==> src/rtl/fp_round_stage.sv <==
// fp_round_stage: IEEE 754 rounding stage behind the FP normalizer.
// Two-stage valid/ready pipeline; packs {sign,exp,frac} and exception flags.
//
// Ports:
//   clk, rst (sync, active-high), ce (global enable)
//   valid_i/ready_o : upstream handshake
//   sign_i, exp_i, man_i {whole,frac,guard,round}, sticky_i, under_i, rm_i
//   valid_o/ready_i : downstream handshake
//   o {sign,exp,frac}, inexact_o, over_o, under_o
//
// Build option: FP_ROUND_FLAGS_EN
//   defined   -> flags computed and pipelined with the data
//   undefined -> flags tied to 0, no flag flops
module fp_round_stage #(
   parameter int FPWID = 32,
   parameter int EMSB  = (FPWID == 16)  ? 4  :
                         (FPWID == 64)  ? 10 :
                         (FPWID == 128) ? 14 : 7,
   parameter int FMSB  = FPWID - EMSB - 3
) (
   input  logic              clk,
   input  logic              rst,
   input  logic              ce,
   input  logic              valid_i,
   output logic              ready_o,
   input  logic              sign_i,
   input  logic [EMSB:0]     exp_i,
   input  logic [FMSB+3:0]   man_i,
   input  logic              sticky_i,
   input  logic              under_i,
   input  logic [2:0]        rm_i,
   output logic              valid_o,
   input  logic              ready_i,
   output logic [FPWID-1:0]  o,
   output logic              inexact_o,
   output logic              over_o,
   output logic              under_o
);

   logic en;
   assign en      = ce & (~valid_o | ready_i);
   assign ready_o = en;

   // ---------------- stage 1: round decision
   logic g, r, lsb, spec, rup_raw, rup;
   logic rm_rtz, rm_rdn, rm_rup, rm_rmm;

   assign lsb  = man_i[2];
   assign g    = man_i[1];
   assign r    = man_i[0];
   assign spec = &exp_i;

   assign rm_rtz = (rm_i == 3'b001);
   assign rm_rdn = (rm_i == 3'b010);
   assign rm_rup = (rm_i == 3'b011);
   assign rm_rmm = (rm_i == 3'b100);

   // Unlisted encodings fall through to round-to-nearest-even.
   always_comb begin
      rup_raw = g & (r | sticky_i | lsb);
      unique case (1'b1)
         rm_rtz:  rup_raw = 1'b0;
         rm_rdn:  rup_raw = sign_i & (g | r | sticky_i);
         rm_rup:  rup_raw = ~sign_i & (g | r | sticky_i);
         rm_rmm:  rup_raw = g;
         default: ;
      endcase
   end

   // Inf/NaN pass through untouched.
   assign rup = rup_raw & ~spec;

   logic            v1;
   logic            s1_sign;
   logic [EMSB:0]   s1_exp;
   logic [FMSB+1:0] s1_man;
   logic            s1_rup;
   logic            s1_spec;

   always_ff @(posedge clk) begin
      if (rst) begin
         v1      <= 1'b0;
         s1_sign <= 1'b0;
         s1_exp  <= '0;
         s1_man  <= '0;
         s1_rup  <= 1'b0;
         s1_spec <= 1'b0;
      end else if (en) begin
         v1      <= valid_i;
         s1_sign <= sign_i;
         s1_exp  <= exp_i;
         s1_man  <= man_i[FMSB+3:2];
         s1_rup  <= rup;
         s1_spec <= spec;
      end
   end

   // ---------------- stage 2: increment and pack
   localparam logic [EMSB:0] EXP_ONE = {{EMSB{1'b0}}, 1'b1};

   logic [FMSB+2:0] sum;
   logic            carry;
   logic [EMSB:0]   exp_inc;
   logic [EMSB:0]   exp_n;
   logic [FMSB:0]   frac_n;

   assign sum     = {1'b0, s1_man} + {{(FMSB+2){1'b0}}, s1_rup};
   assign carry   = sum[FMSB+2];
   assign exp_inc = s1_exp + EXP_ONE;

   // A carry into an all-ones exponent leaves frac=0, i.e. infinity.
   // A denormal rounding up into whole=1 becomes the smallest normal.
   always_comb begin
      exp_n  = s1_exp;
      frac_n = sum[FMSB:0];
      if (s1_spec) begin
         frac_n = s1_man[FMSB:0];
      end else if (carry) begin
         exp_n  = exp_inc;
         frac_n = '0;
      end else if (s1_exp == '0 && sum[FMSB+1]) begin
         exp_n  = EXP_ONE;
      end
   end

   always_ff @(posedge clk) begin
      if (rst) begin
         valid_o <= 1'b0;
         o       <= '0;
      end else if (en) begin
         valid_o <= v1;
         o       <= {s1_sign, exp_n, frac_n};
      end
   end

`ifdef FP_ROUND_FLAGS_EN
   logic x, ovf;
   logic s1_x, s1_under;
   logic inexact_r, over_r, under_r;

   assign x   = (g | r | sticky_i) & ~spec;
   assign ovf = ~s1_spec & carry & (&exp_inc);

   always_ff @(posedge clk) begin
      if (rst) begin
         s1_x      <= 1'b0;
         s1_under  <= 1'b0;
         inexact_r <= 1'b0;
         over_r    <= 1'b0;
         under_r   <= 1'b0;
      end else if (en) begin
         s1_x      <= x;
         s1_under  <= under_i;
         inexact_r <= s1_x | ovf;
         over_r    <= ovf;
         under_r   <= s1_under & s1_x;
      end
   end

   assign inexact_o = inexact_r;
   assign over_o    = over_r;
   assign under_o   = under_r;
`else
   logic unused_under;
   assign unused_under = under_i;
   assign inexact_o    = 1'b0;
   assign over_o       = 1'b0;
   assign under_o      = 1'b0;
`endif

endmodule

==> config.mk <==
export PLATFORM = sky130hd
export DESIGN_NAME = fp_round_stage
export DESIGN_NICKNAME = d
export VERILOG_FILES = /design/src/rtl/fp_round_stage.sv
export SDC_FILE = /design/constraint.sdc
export NUM_CORES = 1
export LEC_CHECK = 0
export ABC_AREA = 0
export CAP_MARGIN = 15
export CORE_MARGIN = 4
export CORE_UTILIZATION = 44
export DETAILED_ROUTE_END_ITERATION = 16
export GPL_ROUTABILITY_DRIVEN = 0
export GPL_TIMING_DRIVEN = 0
export PLACE_DENSITY = 0.87
export SLEW_MARGIN = 20
export SYNTH_ARGS = -nofsm -noshare
export SYNTH_HDL_FRONTEND = slang
export SYNTH_SLANG_ARGS = --single-unit
==> constraint.sdc <==
create_clock -name clk -period 2.1 [get_ports clk]
set_input_delay 0.21 -clock clk [delete_from_list [all_inputs] [get_ports clk]]
set_output_delay 0.21 -clock clk [all_outputs]
set_load 0.05 [all_outputs]
==> run_results.csv, run 1 <==
group,metric,value,unit
sta,layout_setup_ws,8.49,ps
place,placed_area,4100,um^2
setup_path,crit_path_end_kind,"flop",
yosys,ys_top_cells_by_area,"dfxtp_1 (43%), nand2_1 (12%), a21oi_1 (6.7%), xnor2_1 (5.5%), o21ai_0 (2.8%)",
global_routing,gr-total-overflow,0,
finish,diodes,0,
clock_tree,path_clk_slew,70,ps
floorplanning,pin_count,82,
sta,rsz0062_at_grt,"true",
yosys,synth_flop_cell,"dfxtp_1",
yosys,ys_warn_count,0,
global_routing,grt_first_pass_wirelength,14700,um
power_and_ir_drop,vdd_drop_max,0.000366,V
finish,nets,549,
sta,tightestPinTransition,536,ps
clock_tree,clk_path_buf_depth,2,
routing,drc,0,
power_and_ir_drop,total_power,3.15,mW
floorplanning,die_height,93.2,um
yosys,yosysTopAreaCell,"dfxtp_1",
sta,finalClockSkew,5.70,ps
setup_path,crit_path_start_kind,"flop",
clock_tree,cts_hold_buf,0,
sta,setup_viol,0,
place,dpl.cell_count,582,
finish,drive_above_1_share,8.93,%
yosys,synth_edf_count,0,
global_routing,grt_pass1_vias,3262,
power_and_ir_drop,leakage,1.58,nW
routing,post_drt_wl_per_cell,15.4,um
clock_tree,clkSinkCount,69,
routing,ant_nets,0,
routing,routed_wl,9230,um
routing,drt-initial-drc-count,385,
floorplanning,dieArea,8690,um^2
clock_tree,cts_root_buf,"clkbuf_8",
setup_path,critPathKind,"reg2reg",
yosys,synth_cells,407,
floorplanning,start_util,46.3,%
yosys,ys_ff_latch,69,
sta,finalHoldViolCount,0,
routing,drtPass1Iterations,5,
flow_run,max-cap-violations,0,
place,dp_hpwl,6750,um
worst_hold_path,hp-class,"in2reg",
sta,relSlewSlack,64.3,%
clock_tree,tritoncts,"done",
sta,finalMaxSlewViolations,0,
floorplanning,rows,30,
yosys,synth_area,3200,um^2
global_routing,grt_max_degree,20,
place,dpl_worst_slack,-937,ps
clock_tree,clock_latency,350,ps
global_routing,antenna_found_initial,0,
status,status,"finished clean",
yosys,syn_avg_cell_area,7.85,um^2
sta,finalCritPeriodShare,99.6,%
finish,synthToLayoutAreaGrowth,37.5,%
power_and_ir_drop,power_density,716,nW/um^2
clock_tree,numCtsBuffers,9,
finish,postLayoutCellArea,4400,um^2
yosys,synth_cell_types,45,
sta,fin_crit,2090,ps
floorplanning,fp.coreArea,6910,um^2
floorplanning,die_w,93.2,um
place,port_buffers,77,
routing,viasPerCell,5.53,
clock_tree,htree_levels,3,
yosys,yosysSeqAreaShare,43.2,%
setup_path,required,2370,ps
finish,fin_cells,600,
setup_path,crit_arrival,2360,ps
setup_path,crit_fanout,8,
global_routing,grt_use_total,21.3,%
yosys,synthArstFlopShare,0,%
yosys,yosysTopAreaCellShare,43.2,%
sta,fmax,0.478,GHz
routing,vias,3320,
logic make-up after synthesis:
logic type	synth area share, %
AND/OR/NAND/NOR	27.8
AO/OA/AOI/OAI	15.2
flip-flops	43.2
buffers and inverters	4.42
XOR/XNOR	7.40
adder cells (fa/ha/maj)	1.88
other	0.117
metal layers:
layer  track usage, %  routed length [um]  up-vias
met1             25.2                3650     1522
met2             35.1                4380      183
met4             12.0                 306        0
met5                0                   0        -
li1                 -                   -     1581
met3             5.07                 893       34
flip-flops by register name, summed over array words and instances, names as in the netlist:
name and cells:
s1_man 24, s1_spec 1, s1_exp 8, s1_sign 1, o 32, s1_rup 1, valid_o 1, v1 1
synthesized netlist by cell type, types with 12 or more instances:
library cell,n
clkbuf_1,16
a211oi_1,12
a21oi_1,43
xnor2_1,20
dfxtp_1,69
o21ai_0,18
nor2_1,23
nand2_1,102
nand3_1,16
critical path, cell delays in order (launching register included):
cell and delay (ps):
dfxtp_2 350, ha_2 200, ha_2 190, nor2b_1 150, buf_4 200, nand3_2 150
nor4_2 360, xnor2_1 160, a211oi_1 240
final cells by class:
cell class | instances | area [um^2]
plain buffers | 25 | 128
clock buffers | 10 | 138
clock inverters | 5 | 75.1
fillers | 586 | 2510
inverters | 7 | 26.3
multi-input cells | 307 | 1730
flip-flops and latches | 69 | 1390
well taps | 96 | 120
repair buffers | 81 | 798
power by group:
group,internal (mW),total (mW),leakage (nW),switching (mW)
Clock,0.688,1.17,0.112,0.486
Sequential,1.38,1.46,0.568,0.0801
Combinational,0.215,0.512,0.898,0.297
repair_timing:
| action | CTS | global route |
|---|---|---|
| resized for setup | 21 | 8 |
| buffers inserted | 1 | 3 |
| endpoints found under the setup margin | 24 | 17 |
| pin swaps | 1 | 2 |
| cloned | 0 | 0 |
worst paths after layout:
path,slack [ps],to,depth (start not counted),start
worst max-delay path,8,o[27],8,s1_man[0]
worst min-delay path,400,s1_man[10],3,man_i[12]
worst max register to register,8,o[27],8,s1_man[0]
worst min register to register,460,o[12],2,o[12]
stage by stage:
step	utilization [%]	hold slack, ps	setup TNS, ps
after floorplan	-	346	0
after global placement	59.3	439	-13750
after detailed placement	59.3	453	-16990
after CTS	63.1	396	0
after global routing	63.6	408	-92.3
final	63.6	399	0
cell usage in the layout (no fill, tap or decap), types with 12 or more instances in the layout:
master             n
nand3_1           15
o21ai_0           14
dfxtp_1           66
clkbuf_1          13
nor2_1            23
nand2_1          102
a21oi_1           43
xnor2_1           20
a211oi_1          12
clkdlybuf4s50_1   76
Power figures use the tool's default switching activity.
==> run 2, diff against run 1 <==
==> constraint.sdc (replaced) <==
create_clock -name clk -period 2.1 [get_ports clk]
set_input_delay 0.21 -clock clk [delete_from_list [all_inputs] [get_ports clk]]
set_output_delay 0.21 -clock clk [all_outputs]
set_load 0.01 [all_outputs]
==> run_results.csv, run 2 (same netlist as run 1, synthesis figures left out) <==
group,metric,value,unit
finish,nets,550,
finish,mostFrequentLayoutCells,"nand2_1 (101), clkdlybuf4s50_1 (76), dfxtp_1 (66), a21oi_1 (43), nor2_1 (23)",
setup_path,crit_fanout,10,
setup_path,cp_cell_sequence,"ha_2 -> ha_2 -> nor2b_1 -> buf_4 -> nand3_4 -> nor4_4 -> or3_4 -> clkbuf_4 -> o21ai_0",
floorplanning,start_util,46.3,%
power_and_ir_drop,swShare,25.8,%
setup_path,critical_path_buf_inv_count,2,
setup_path,worst_path_dominant_cell_family,"simple AND/OR/NAND/NOR gates",
power_and_ir_drop,vdd_drop_max,0.000381,V
setup_path,critPathKind,"reg2reg",
clock_tree,path_clk_slew,70,ps
routing,drt-initial-drc-count,425,
status,status,"finished clean",
clock_tree,clk_path_buf_depth,2,
routing,drtPass1Iterations,5,
sta,layout_setup_ws,73.9,ps
sta,finalMaxSlewViolations,0,
global_routing,grt_first_pass_wirelength,15200,um
finish,layout_commonest_cell,"nand2_1",
sta,finalClockSkew,10.2,ps
place,port_buffers,77,
setup_path,crit_path_end_kind,"flop",
routing,post_drt_wl_per_cell,15.8,um
clock_tree,cts_root_buf,"clkbuf_8",
sta,finalCritPeriodShare,96.5,%
sta,setup_viol,0,
routing,routed_wl,9470,um
finish,largestRegisters,"o: 32 flops, s1_man: 24 flops, s1_exp: 8 flops",
power_and_ir_drop,intPower,2.21,mW
clock_tree,tritoncts,"done",
clock_tree,htree_levels,3,
worst_hold_path,hp-class,"in2reg",
global_routing,antenna_found_initial,0,
power_and_ir_drop,p_comb_share,14.0,%
finish,drive_above_1_share,9.50,%
global_routing,grt_max_degree,12,
finish,regMostFlops,"o",
global_routing,gr-total-overflow,0,
routing,drc,0,
setup_path,required,2330,ps
sta,finalHoldViolCount,0,
floorplanning,die_w,93.2,um
power_and_ir_drop,total_power,2.97,mW
setup_path,crit_arrival,2260,ps
routing,viasPerCell,5.58,
place,dp_hpwl,6870,um
clock_tree,cts_hold_buf,0,
setup_path,slowest_delay,350,ps
sta,tightestPinTransition,509,ps
floorplanning,die_height,93.2,um
power_and_ir_drop,power_density,673,nW/um^2
place,dpl_worst_slack,-803,ps
place,dpl.cell_count,582,
place,placed_area,4100,um^2
setup_path,crit_path_start_kind,"flop",
finish,largest_reg_flops,32,
setup_path,crit_path_top_delay_cell,"dfxtp_2",
global_routing,grt_use_total,21.9,%
routing,vias,3354,
floorplanning,fp.coreArea,6910,um^2
power_and_ir_drop,leakage,1.58,nW
floorplanning,rows,30,
sta,fin_crit,2030,ps
finish,utilization,63.9,%
setup_path,crit_top_cell,"ha_2",
finish,postLayoutCellArea,4420,um^2
sta,relSlewSlack,66.1,%
routing,ant_nets,0,
power_and_ir_drop,seqPwrFrac,49.1,%
finish,fin_cells,601,
power_and_ir_drop,switchingPower,0.767,mW
sta,fmax,0.494,GHz
finish,synthToLayoutAreaGrowth,38.1,%
power_and_ir_drop,power_frac_clock,36.8,%
floorplanning,pin_count,82,
clock_tree,numCtsBuffers,9,
clock_tree,clkSinkCount,69,
global_routing,grt_pass1_vias,3220,
clock_tree,clock_latency,350,ps
floorplanning,dieArea,8690,um^2
finish,diodes,0,
flow_run,max-cap-violations,0,
==> run 2: area by class of cell <==
type / instances / area [um^2]
fill: 589 / 2490
multi-input combinational: 307 / 1740
sequential: 69 / 1390
timing repair buffer: 81 / 803
clock buffer: 11 / 151
buffer: 26 / 141
tap: 96 / 120
clock inverter: 4 / 47.5
inverter: 7 / 26.3
==> run 2: repair_timing <==
action | in CTS | in global routing
pin swaps | 2 | 0
setup buffers | 3 | 1
resized for setup | 15 | 13
setup endpoints to repair | 30 | 21
endpoints found under the hold margin | 0 | 0
==> run 2: power groups by stage <==
| stage | logic, mW | clock network [mW] | registers (mW) |
|---|---|---|---|
| 2_1_floorplan | 0.182 | 0 | 1.48 |
| 3_3_place_gp | 0.385 | 0 | 1.48 |
| 3_5_place_dp | 0.399 | 0 | 1.48 |
| 4_1_cts | 0.412 | 1.10 | 1.45 |
| 5_1_grt | 0.454 | 1.15 | 1.47 |
| 6_report | 0.417 | 1.09 | 1.46 |
==> run 2: through the flow <==
| step | hold slack [ps] | TNS, ps |
|---|---|---|
| 6_report | 400 | 0 |
| 5_1_grt | 411 | -130 |
| 2_1_floorplan | 346 | 0 |
| 4_1_cts | 403 | 0 |
| 3_5_place_dp | 448 | -18250 |
| 3_3_place_gp | 438 | -15110 |
==> run 2: layer usage <==
layer | GRT usage [%] | vias up | part of all wire (%)
met4 | 12.2 | 0 | 3.2
met2 | 36.0 | 183 | 48
li1 | - | 1584 | -
met1 | 26.7 | 1552 | 40
met5 | 0 | - | 0
met3 | 4.26 | 35 | 8.2
==> run 2: worst paths after layout <==
path / start / endpoint / slack, ps / cells after the start
setup / recovery: s1_man[0] / o[9] / 70 / 9
hold / removal: man_i[25] / s1_man[23] / 400 / 3
setup reg to reg: s1_man[0] / o[9] / 70 / 9
hold reg to reg: o[11] / o[11] / 460 / 2
==> run 2: tightest hold or removal path, cell delays in order <==
cell and delay (ps):
clkdlybuf4s50_1 390, nand2_1 50, a21oi_1 50
==> run 3, diff against run 2 <==
--- a/config.mk
+++ b/config.mk
@@ -7,11 +7,12 @@
 export LEC_CHECK = 0
 export ABC_AREA = 0
 export CAP_MARGIN = 15
-export CORE_MARGIN = 4
+export CORE_MARGIN = 10
 export CORE_UTILIZATION = 44
 export DETAILED_ROUTE_END_ITERATION = 16
 export GPL_ROUTABILITY_DRIVEN = 0
 export GPL_TIMING_DRIVEN = 0
+export HOLD_SLACK_MARGIN = 0.08
 export PLACE_DENSITY = 0.87
 export SLEW_MARGIN = 20
 export SYNTH_ARGS = -nofsm -noshare
==> run_results.csv, run 3 (same netlist as run 1, synthesis figures left out) <==
group,metric,value,unit
status,status,"complete, but fails checks",
status,violations,"negative setup slack",
global_routing,gr-total-overflow,0,
routing,post_drt_wl_per_cell,16.1,um
place,dpl_worst_slack,-894,ps
global_routing,grt_first_pass_wirelength,15300,um
power_and_ir_drop,switchingPower,0.759,mW
setup_path,r2r_end,"o[21]",
global_routing,busiest_layer,"met2",
sta,setup_viol,1,
routing,drt-initial-drc-count,368,
finish,synthToLayoutAreaGrowth,38.9,%
worst_hold_path,hold-path-endpoint,"s1_man[23]",
power_and_ir_drop,intPower,2.40,mW
global_routing,grt_max_degree,14,
routing,drc,0,
sta,finalClockSkew,8.77,ps
global_routing,grtUsageMet3,4.26,%
finish,diodes,0,
worst_hold_path,hold_start,"man_i[25]",
setup_path,r2r_slack,-10,ps
global_routing,grt_util_met1,19.2,%
finish,n_fill_cell,564,
sta,finalHoldViolCount,0,
floorplanning,start_util,44.6,%
global_routing,antenna_found_initial,0,
setup_path,crit_path_top_delay_cell,"dfxtp_1",
sta,tightestPinTransition,554,ps
finish,largest_reg_flops,32,
power_and_ir_drop,power_frac_clock,40.6,%
clock_tree,numCtsBuffers,9,
global_routing,grt_pass1_vias,3161,
floorplanning,die_w,105,um
setup_path,worst_path_dominant_cell_family,"simple AND/OR/NAND/NOR gates",
place,dp_hpwl,7260,um
place,port_buffers,77,
sta,fin_crit,2110,ps
clock_tree,cts_hold_buf,0,
power_and_ir_drop,swShare,24.1,%
setup_path,slowest_delay,480,ps
clock_tree,clk_path_buf_depth,2,
setup_path,required,2350,ps
finish,postLayoutCellArea,4440,um^2
routing,viasPerCell,5.45,
worst_hold_path,worstHoldPathCells,3,
finish,largestRegisters,"o: 32 flops, s1_man: 24 flops, s1_exp: 8 flops",
clock_tree,cts_root_buf,"clkbuf_8",
clock_tree,tritoncts,"done",
routing,ant_nets,0,
sta,layout_setup_ws,-12.8,ps
power_and_ir_drop,leakage,1.62,nW
global_routing,grt_use_total,16.8,%
power_and_ir_drop,seqPwrFrac,46.2,%
sta,finalMaxSlewViolations,0,
finish,nets,549,
sta,fin_tns_setup,-12.8,ps
power_and_ir_drop,p_comb_share,13.2,%
sta,whs,409,ps
flow_run,max-cap-violations,0,
clock_tree,path_clk_slew,70,ps
finish,layout_commonest_cell,"nand2_1",
setup_path,critPathKind,"reg2reg",
floorplanning,rows,31,
worst_hold_path,hp-class,"in2reg",
clock_tree,clock_latency,350,ps
finish,regMostFlops,"o",
setup_path,crit_arrival,2360,ps
setup_path,crit_path_end_kind,"flop",
floorplanning,die_height,105,um
setup_path,crit_path_start_kind,"flop",
sta,relSlewSlack,63.1,%
setup_path,cp_cell_sequence,"and3_1 -> buf_2 -> nand4_1 -> nor4_1 -> xnor2_1 -> o21ai_0",
finish,fin_cells,604,
clock_tree,clkSinkCount,69,
power_and_ir_drop,power_density,710,nW/um^2
place,placed_area,4100,um^2
finish,mostFrequentLayoutCells,"nand2_1 (101), clkdlybuf4s50_1 (76), dfxtp_1 (69), a21oi_1 (43), nor2_1 (23)",
global_routing,met2_usage,27.9,%
place,dpl.cell_count,585,
finish,drive_above_1_share,8.12,%
floorplanning,pin_count,82,
setup_path,reg2regPathDepth,6,
power_and_ir_drop,vdd_drop_max,0.000335,V
floorplanning,dieArea,11100,um^2
sta,finalCritPeriodShare,101,%
sta,fmax,0.473,GHz
setup_path,r2r_start,"s1_man[3]",
floorplanning,fp.coreArea,7180,um^2
routing,vias,3291,
routing,drtPass1Iterations,5,
setup_path,critical_path_buf_inv_count,1,
routing,routed_wl,9720,um
clock_tree,htree_levels,3,
setup_path,crit_fanout,10,
run 3: power groups by stage:
stage	Combinational, mW	Clock [mW]	Sequential [mW]
4_1_cts	0.412	1.29	1.45
2_1_floorplan	0.182	0	1.48
6_report	0.416	1.28	1.46
3_5_place_dp	0.402	0	1.48
5_1_grt	0.452	1.33	1.46
3_3_place_gp	0.388	0	1.48
run 3: area by class of cell:
type,count,area [um^2],share of cell area (%)
plain buffers,25,134,3.01
clock buffers,13,179,4.03
clock inverters,3,65.1,1.47
inverters,7,26.3,0.592
multi-input cells,307,1730,39.0
flip-flops and latches,69,1380,31.1
well taps,99,124,2.79
repair buffers,81,800,18.0
run 3: routing by layer:
layer  wire length (um)  part of all wire, %  vias up
li1                   -                    -     1592
met1               3870                   40     1493
met2               4610                   47      175
met3                928                  9.5       31
met4                308                  3.2        0
met5                  0                    0        -
run 3: stage by stage:
step                      total power, mW  utilization [%]
after global routing                 3.25             61.9
after floorplan                      1.66                -
final                                3.15             61.9
after detailed placement             1.88             57.1
after CTS                            3.15             61.3
after global placement               1.86             57.1
run 3: worst register-to-register path: cells and delay by family (launching register included):
family | cells | cell delay, ps
AOI/OAI and AO/OA | 1 | 270
DFF | 1 | 480
buffers and inverters | 1 | 230
and+or+nand+nor | 3 | 870
xor gates and xnor gates | 1 | 170
run 3: worst max path at each step:
stage | cells after the start | endpoint | slack (ps) | start
after floorplan | 9 | o[11] | 60 | s1_man[0]
after global placement | 7 | ready_o | -830 | ready_i
after detailed placement | 7 | ready_o | -890 | ready_i
after CTS | 8 | o[20] | 60 | s1_man[0]
after global routing | 6 | o[21] | -120 | s1_man[3]
final | 6 | o[21] | -10 | s1_man[3]
run 3: repair_timing:
action	CTS	global route
setup buffers	2	2
endpoints found under the setup margin	29	7
resized for setup	14	5
pin swaps	1	0
